<file path="src/rtl/ctrl_pkg.sv">
// rtl/ctrl_pkg.sv - shared control-bundle type, opcode constants and NOP bundle
package ctrl_pkg;

   typedef struct packed {
      logic [1:0] alu_op;
      logic       alu_src;
      logic       branch;
      logic       mem_read;
      logic       mem_write;
      logic       reg_write;
      logic       mem_to_reg;
      logic       jump;
      logic       jalr;
      logic       link;
      logic       lui;
      logic       pc_src_a;
   } ctrl_v2_t;

   localparam logic [6:0] LW     = 7'b0000011;
   localparam logic [6:0] SW     = 7'b0100011;
   localparam logic [6:0] R_TYPE = 7'b0110011;
   localparam logic [6:0] BEQ    = 7'b1100011;
   localparam logic [6:0] ADDI   = 7'b0010011;
   localparam logic [6:0] LUI    = 7'b0110111;
   localparam logic [6:0] AUIPC  = 7'b0010111;
   localparam logic [6:0] JAL    = 7'b1101111;
   localparam logic [6:0] JALR   = 7'b1100111;

   localparam ctrl_v2_t CTRL_NOP = '0;

endpackage

</file>
<file path="src/rtl/ctrl_decoder.sv">
// rtl/ctrl_decoder.sv - combinational opcode decode into the extended control bundle
module ctrl_decoder
   import ctrl_pkg::*;
#(
   parameter bit EXT_EN = 1'b1
) (
   input  logic [31:0] instr,
   output ctrl_v2_t    ctrl,
   output logic        ill,
   output logic        uses_rs1,
   output logic        uses_rs2
);

   logic [6:0] opcode;
   logic       unused_bits;

   assign opcode      = instr[6:0];
   assign unused_bits = ^instr[31:7];

   always_comb begin
      ctrl     = CTRL_NOP;
      ill      = 1'b0;
      uses_rs1 = 1'b0;
      uses_rs2 = 1'b0;
      case (opcode)
         R_TYPE: begin
            ctrl.alu_op    = 2'b10;
            ctrl.reg_write = 1'b1;
            uses_rs1       = 1'b1;
            uses_rs2       = 1'b1;
         end
         LW: begin
            ctrl.alu_src    = 1'b1;
            ctrl.mem_read   = 1'b1;
            ctrl.reg_write  = 1'b1;
            ctrl.mem_to_reg = 1'b1;
            uses_rs1        = 1'b1;
         end
         SW: begin
            ctrl.alu_src   = 1'b1;
            ctrl.mem_write = 1'b1;
            uses_rs1       = 1'b1;
            uses_rs2       = 1'b1;
         end
         BEQ: begin
            ctrl.alu_op = 2'b01;
            ctrl.branch = 1'b1;
            uses_rs1    = 1'b1;
            uses_rs2    = 1'b1;
         end
         ADDI: begin
            ctrl.alu_src   = 1'b1;
            ctrl.reg_write = 1'b1;
            uses_rs1       = 1'b1;
         end
         LUI: begin
            if (EXT_EN) begin
               ctrl.lui       = 1'b1;
               ctrl.alu_src   = 1'b1;
               ctrl.reg_write = 1'b1;
            end else begin
               ill = 1'b1;
            end
         end
         AUIPC: begin
            if (EXT_EN) begin
               ctrl.pc_src_a  = 1'b1;
               ctrl.alu_src   = 1'b1;
               ctrl.reg_write = 1'b1;
            end else begin
               ill = 1'b1;
            end
         end
         JAL: begin
            if (EXT_EN) begin
               ctrl.jump      = 1'b1;
               ctrl.link      = 1'b1;
               ctrl.reg_write = 1'b1;
            end else begin
               ill = 1'b1;
            end
         end
         JALR: begin
            if (EXT_EN) begin
               ctrl.jump      = 1'b1;
               ctrl.jalr      = 1'b1;
               ctrl.link      = 1'b1;
               ctrl.alu_src   = 1'b1;
               ctrl.reg_write = 1'b1;
               uses_rs1       = 1'b1;
            end else begin
               ill = 1'b1;
            end
         end
         default: ill = 1'b1;
      endcase
   end

endmodule

</file>
<file path="src/rtl/ctrl_decode_pipe.sv">
// rtl/ctrl_decode_pipe.sv - ID decode, load-use hazard bubble, ID/EX control register
// and saturating illegal-instruction counter.
module ctrl_decode_pipe
   import ctrl_pkg::*;
#(
   parameter bit EXT_EN = 1'b1,
   parameter int REG_AW = 5,
   parameter int CNT_W  = 8
) (
   input  logic              clk,
   input  logic              rst,
   input  logic              instr_valid,
   input  logic [31:0]       instr,
   input  logic              flush,
   input  logic              ex_hold,
   output logic              stall_if,
   output logic              id_ex_valid,
   output ctrl_v2_t          id_ex_ctrl,
   output logic [REG_AW-1:0] id_ex_rd,
   output logic [REG_AW-1:0] id_ex_rs1,
   output logic [REG_AW-1:0] id_ex_rs2,
   output logic              illegal,
   output logic [CNT_W-1:0]  illegal_cnt
);

   localparam logic [CNT_W-1:0] CNT_MAX = {CNT_W{1'b1}};

   ctrl_v2_t          dec_ctrl;
   logic              dec_ill;
   logic              uses_rs1;
   logic              uses_rs2;
   logic [REG_AW-1:0] rd;
   logic [REG_AW-1:0] rs1;
   logic [REG_AW-1:0] rs2;
   logic              hz;
   logic              take_ill;

   ctrl_decoder #(
      .EXT_EN (EXT_EN)
   ) u_dec (
      .instr    (instr),
      .ctrl     (dec_ctrl),
      .ill      (dec_ill),
      .uses_rs1 (uses_rs1),
      .uses_rs2 (uses_rs2)
   );

   assign rd  = REG_AW'(instr[11:7]);
   assign rs1 = REG_AW'(instr[19:15]);
   assign rs2 = REG_AW'(instr[24:20]);

   // A load in EX whose result the ID instruction reads needs one bubble.
   assign hz = instr_valid & id_ex_valid & id_ex_ctrl.mem_read & (id_ex_rd != '0)
             & ((uses_rs1 & (rs1 == id_ex_rd)) | (uses_rs2 & (rs2 == id_ex_rd)));

   assign stall_if = ~flush & (ex_hold | hz);
   assign take_ill = instr_valid & dec_ill;

   always_ff @(posedge clk) begin
      if (rst) begin
         id_ex_valid <= 1'b0;
         id_ex_ctrl  <= CTRL_NOP;
         id_ex_rd    <= '0;
         id_ex_rs1   <= '0;
         id_ex_rs2   <= '0;
         illegal     <= 1'b0;
         illegal_cnt <= '0;
      end else if (flush) begin
         id_ex_valid <= 1'b0;
         id_ex_ctrl  <= CTRL_NOP;
         illegal     <= 1'b0;
      end else if (ex_hold) begin
         illegal     <= 1'b0;
      end else if (hz) begin
         id_ex_valid <= 1'b0;
         id_ex_ctrl  <= CTRL_NOP;
         id_ex_rd    <= '0;
         illegal     <= 1'b0;
      end else begin
         id_ex_valid <= instr_valid;
         id_ex_ctrl  <= instr_valid ? dec_ctrl : CTRL_NOP;
         id_ex_rd    <= rd;
         id_ex_rs1   <= rs1;
         id_ex_rs2   <= rs2;
         illegal     <= take_ill;
         if (take_ill && (illegal_cnt != CNT_MAX))
            illegal_cnt <= illegal_cnt + CNT_W'(1);
      end
   end

endmodule

</file>
<file path="config.mk">
export PLATFORM = sky130hd
export DESIGN_NAME = ctrl_decode_pipe
export DESIGN_NICKNAME = d
export VERILOG_FILES = /design/src/rtl/ctrl_pkg.sv /design/src/rtl/ctrl_decoder.sv /design/src/rtl/ctrl_decode_pipe.sv
export SDC_FILE = /design/constraint.sdc
export NUM_CORES = 1
export LEC_CHECK = 0
export ABC_AREA = 1
export CORE_ASPECT_RATIO = 2
export CORE_MARGIN = 5
export CORE_UTILIZATION = 35
export DETAILED_ROUTE_END_ITERATION = 10
export PLACE_DENSITY = 0.73
export SYNTH_ARGS = -nofsm -noshare
export SYNTH_HDL_FRONTEND = slang
export SYNTH_HIERARCHICAL = 1
export SYNTH_SLANG_ARGS = --single-unit
</file>
<file path="constraint.sdc">
create_clock -name clk -period 3.56 [get_ports clk]
set_input_delay 0.356 -clock clk [delete_from_list [all_inputs] [get_ports clk]]
set_output_delay 0.356 -clock clk [all_outputs]
set_load 0.01 [all_outputs]
</file>
==> summary.md <==
| Metric | Value |
|---|---|
| Result of the run | `completed` |
| Mapped Area | `2470 um^2` |
| FP Rows | `43` |
| Final hold vios | `0` |
| Post-synthesis cell type count | `26` |
| Clk_skew | `0.00896 ns` |
| Die X | `69.4 um` |
| Setup CP Type | `primary input to output port` |
| H-tree depth | `2` |
| Leakage power | `about 1.3 nW` |
| Largest net degree at the start of global routing | `47` |
| Pre-CTS WS | `0.640 ns` |
| Die Height | `~130 um` |
| Hold_buf cts | `0` |
| IO buf count | `65` |
| Power Density | `325 nW/um^2` |
| Final setup vio count | `0` |
| Latest clock arrival within the worst-skew pair | `about 0.29 ns` |
| Syn_nets | `around 390` |
| Proportion of layout cells with a drive suffix above 1 | `0.192` |
| Ant diodes | `0` |
| Critical Path RT | `around 3.2 ns` |
| CTS Buf Count | `5` |
| Synth warnings | `6` |
| GRT Residual Overflow | `0` |
| Initial core utilization | `0.356` |
| DP Wirelength | `~4700 um` |
| Met1 Wirelength | `about 2200 um` |
| Most common cell after layout, fill and taps aside | `nand2_1` |
| Post-route clock period utilization | `0.822` |
| Top Metal Used | `met4` |
| Clock Sinks | `38` |
| # nets final | `between 400 and 500` |
| Worst rel slew slack | `0.436` |
| Slew @ Worst Pin | `about 0.84 ns` |
| Final TNS setup | `0 ns` |
| Slew Limit Fails | `0` |
| Main flop type after synthesis | `dfxtp_1` |
| Synthesized area per cell | `approximately 7 um^2` |
| Final setup margin | `0.633 ns` |
| Core Footprint | `approximately 7000 um^2` |
| Dpl cell area | `3090 um^2` |
| Max Root-Sink Buffers | `2` |
| RSZ-0062 raised after global routing | `false` |
| FILL cells | `about 700` |
| Drt pass-1 iters | `4` |
| Antenna-violating nets left | `0` |
| Max Cap Viol | `0` |
| Post_cts resized | `0` |
| Max Fclk | `342 MHz` |
| Core Util, Final | `0.467` |
| CTS tree | `built` |
| Drt wl/cell | `between 10 and 15 um` |
| IO Pins | `76` |
| DRT iter0 DRCs | `~100` |
| Worst setup EP type | `output port` |
| Setup Fix Bufs, Post-CTS | `0` |
| Total Wirelength | `6140 um` |
| Die ar. | `8950 um^2` |
| Vias | `2328` |
| #FFs+latches synth | `38` |
| Worst VDD drop | `about 220 uV` |
| Minimum clock period | `2.93 ns` |
| WL met3 | `271 um` |
| Seq/Total Area, Yosys | `0.308` |
| Cell Count, Final, Fillers Out | `496` |
| Post-route design area | `about 3200 um^2` |
| Asr flop ratio synth | `0` |
| Cells after DPL | `between 400 and 500` |
| DRC | `0` |
| Worst hold path class | `register to register` |
| RePlAce Congestion | `0.851` |
| Total GRT Usage | `0.143` |
| Startpoint types | `primary input` |
| Post-synth EDFFs | `0` |
| Clk slew on worst S/H paths | `approximately 0.06 ns` |
| Area Growth Syn to Fin | `31.0%` |
| Via/cell ratio | `roughly 4.7` |
| Most frequent cells in the layout | `106 x nand2_1, 65 x clkdlybuf4s50_1, 47 x inv_1` |
| First-pass GRT wire length | `just over 10000 um` |
| CP arrival | `between 2 and 3 ns` |
| Post-Syn Instances | `between 300 and 400` |
| Crit-path max FO | `5` |
| Vias in the first global route | `around 2400` |
| Clk root buf | `clkbuf_16` |
| Metal2 WL | `approximately 3500 um` |
| Initial antenna violation count | `0` |
-- critical path, stage by stage --
cell             delay [ns]
clkdlybuf4s50_1        0.47
inv_2                  0.10
nand2_1                0.06
inv_1                  0.10
nand2_1                0.12
o21ai_0                0.24
nand2_1                0.09
nor2_1                 0.10
nand3_1                0.08
nand2_1                0.08
nand2_2                0.06
a21oi_2                0.15
clkdlybuf4s50_1        0.56
-- cells by family (layout without fill, tap and decap cells) --
logic type,count (synthesis),in the layout,share of synthesized area
simple gates,209,209,0.442
buf+inv,71,127,0.146
flops,38,38,0.308
compound gates,31,31,0.0991
fa+ha+maj,1,1,0.00506
-- flip-flops by register name (all words and copies together) (netlist names) --
| register | cells |
|---|---|
| id_ex_valid | 1 |
| id_ex_ctrl | 13 |
| id_ex_rs1 | 5 |
| id_ex_rs2 | 5 |
| illegal | 1 |
| illegal_cnt | 8 |
| id_ex_rd | 5 |
-- worst paths after layout --
path         slack (ns)  depth (start not counted)        endpoint         start
max                0.63                         13        stall_if      instr[6]
min reg2reg        0.47                          2    id_ex_rs1[0]  id_ex_rs1[0]
max reg2reg        1.69                         11  illegal_cnt[0]   id_ex_rd[0]
min                0.47                          2    id_ex_rs1[0]  id_ex_rs1[0]
-- stage by stage --
stage | total power [mW] | hold WS, ns
global route | 1.11 | 0.489
finish | 1.05 | 0.466
detailed placement | 0.606 | 0.457
floorplan | 0.535 | 0.491
global placement | 0.603 | 0.456
CTS | 1.07 | 0.468
-- report_power, final --
group          internal (mW)  switching (mW)
clock                  0.277           0.181
sequential             0.435         0.00842
combinational         0.0702          0.0811
total                  0.783           0.271
-- cell usage after synthesis (6+ instances only) --
cell	n	area [um^2]
nand3b_2	13	146
a21oi_2	24	210
nand3_2	15	150
a21oi_1	6	30.0
inv_1	47	176
buf_4	6	45.0
nor2_1	32	120
nand2_1	106	398
nand3_1	14	70.1
nand4_1	12	75.1
buf_2	6	30.0
dfxtp_1	38	761
-- cell type report --
cell class	instances	area [um^2]	share of cell area
tap	90	113	0.0347
multi-input combinational	241	1350	0.417
clock buffer	6	139	0.0429
sequential	38	761	0.235
inverter	51	191	0.0591
clock inverter	2	12.5	0.00386
timing repair buffer	68	673	0.208
-- per-layer routing --
| metal | up-vias | track usage |
|---|---|---|
| li1 | 1201 | - |
| met1 | 1066 | 0.129 |
| met2 | 51 | 0.285 |
| met3 | 10 | 0.0328 |
| met4 | 0 | 0.0794 |
| met5 | - | 0 |
(Power assumes the default switching activity.)
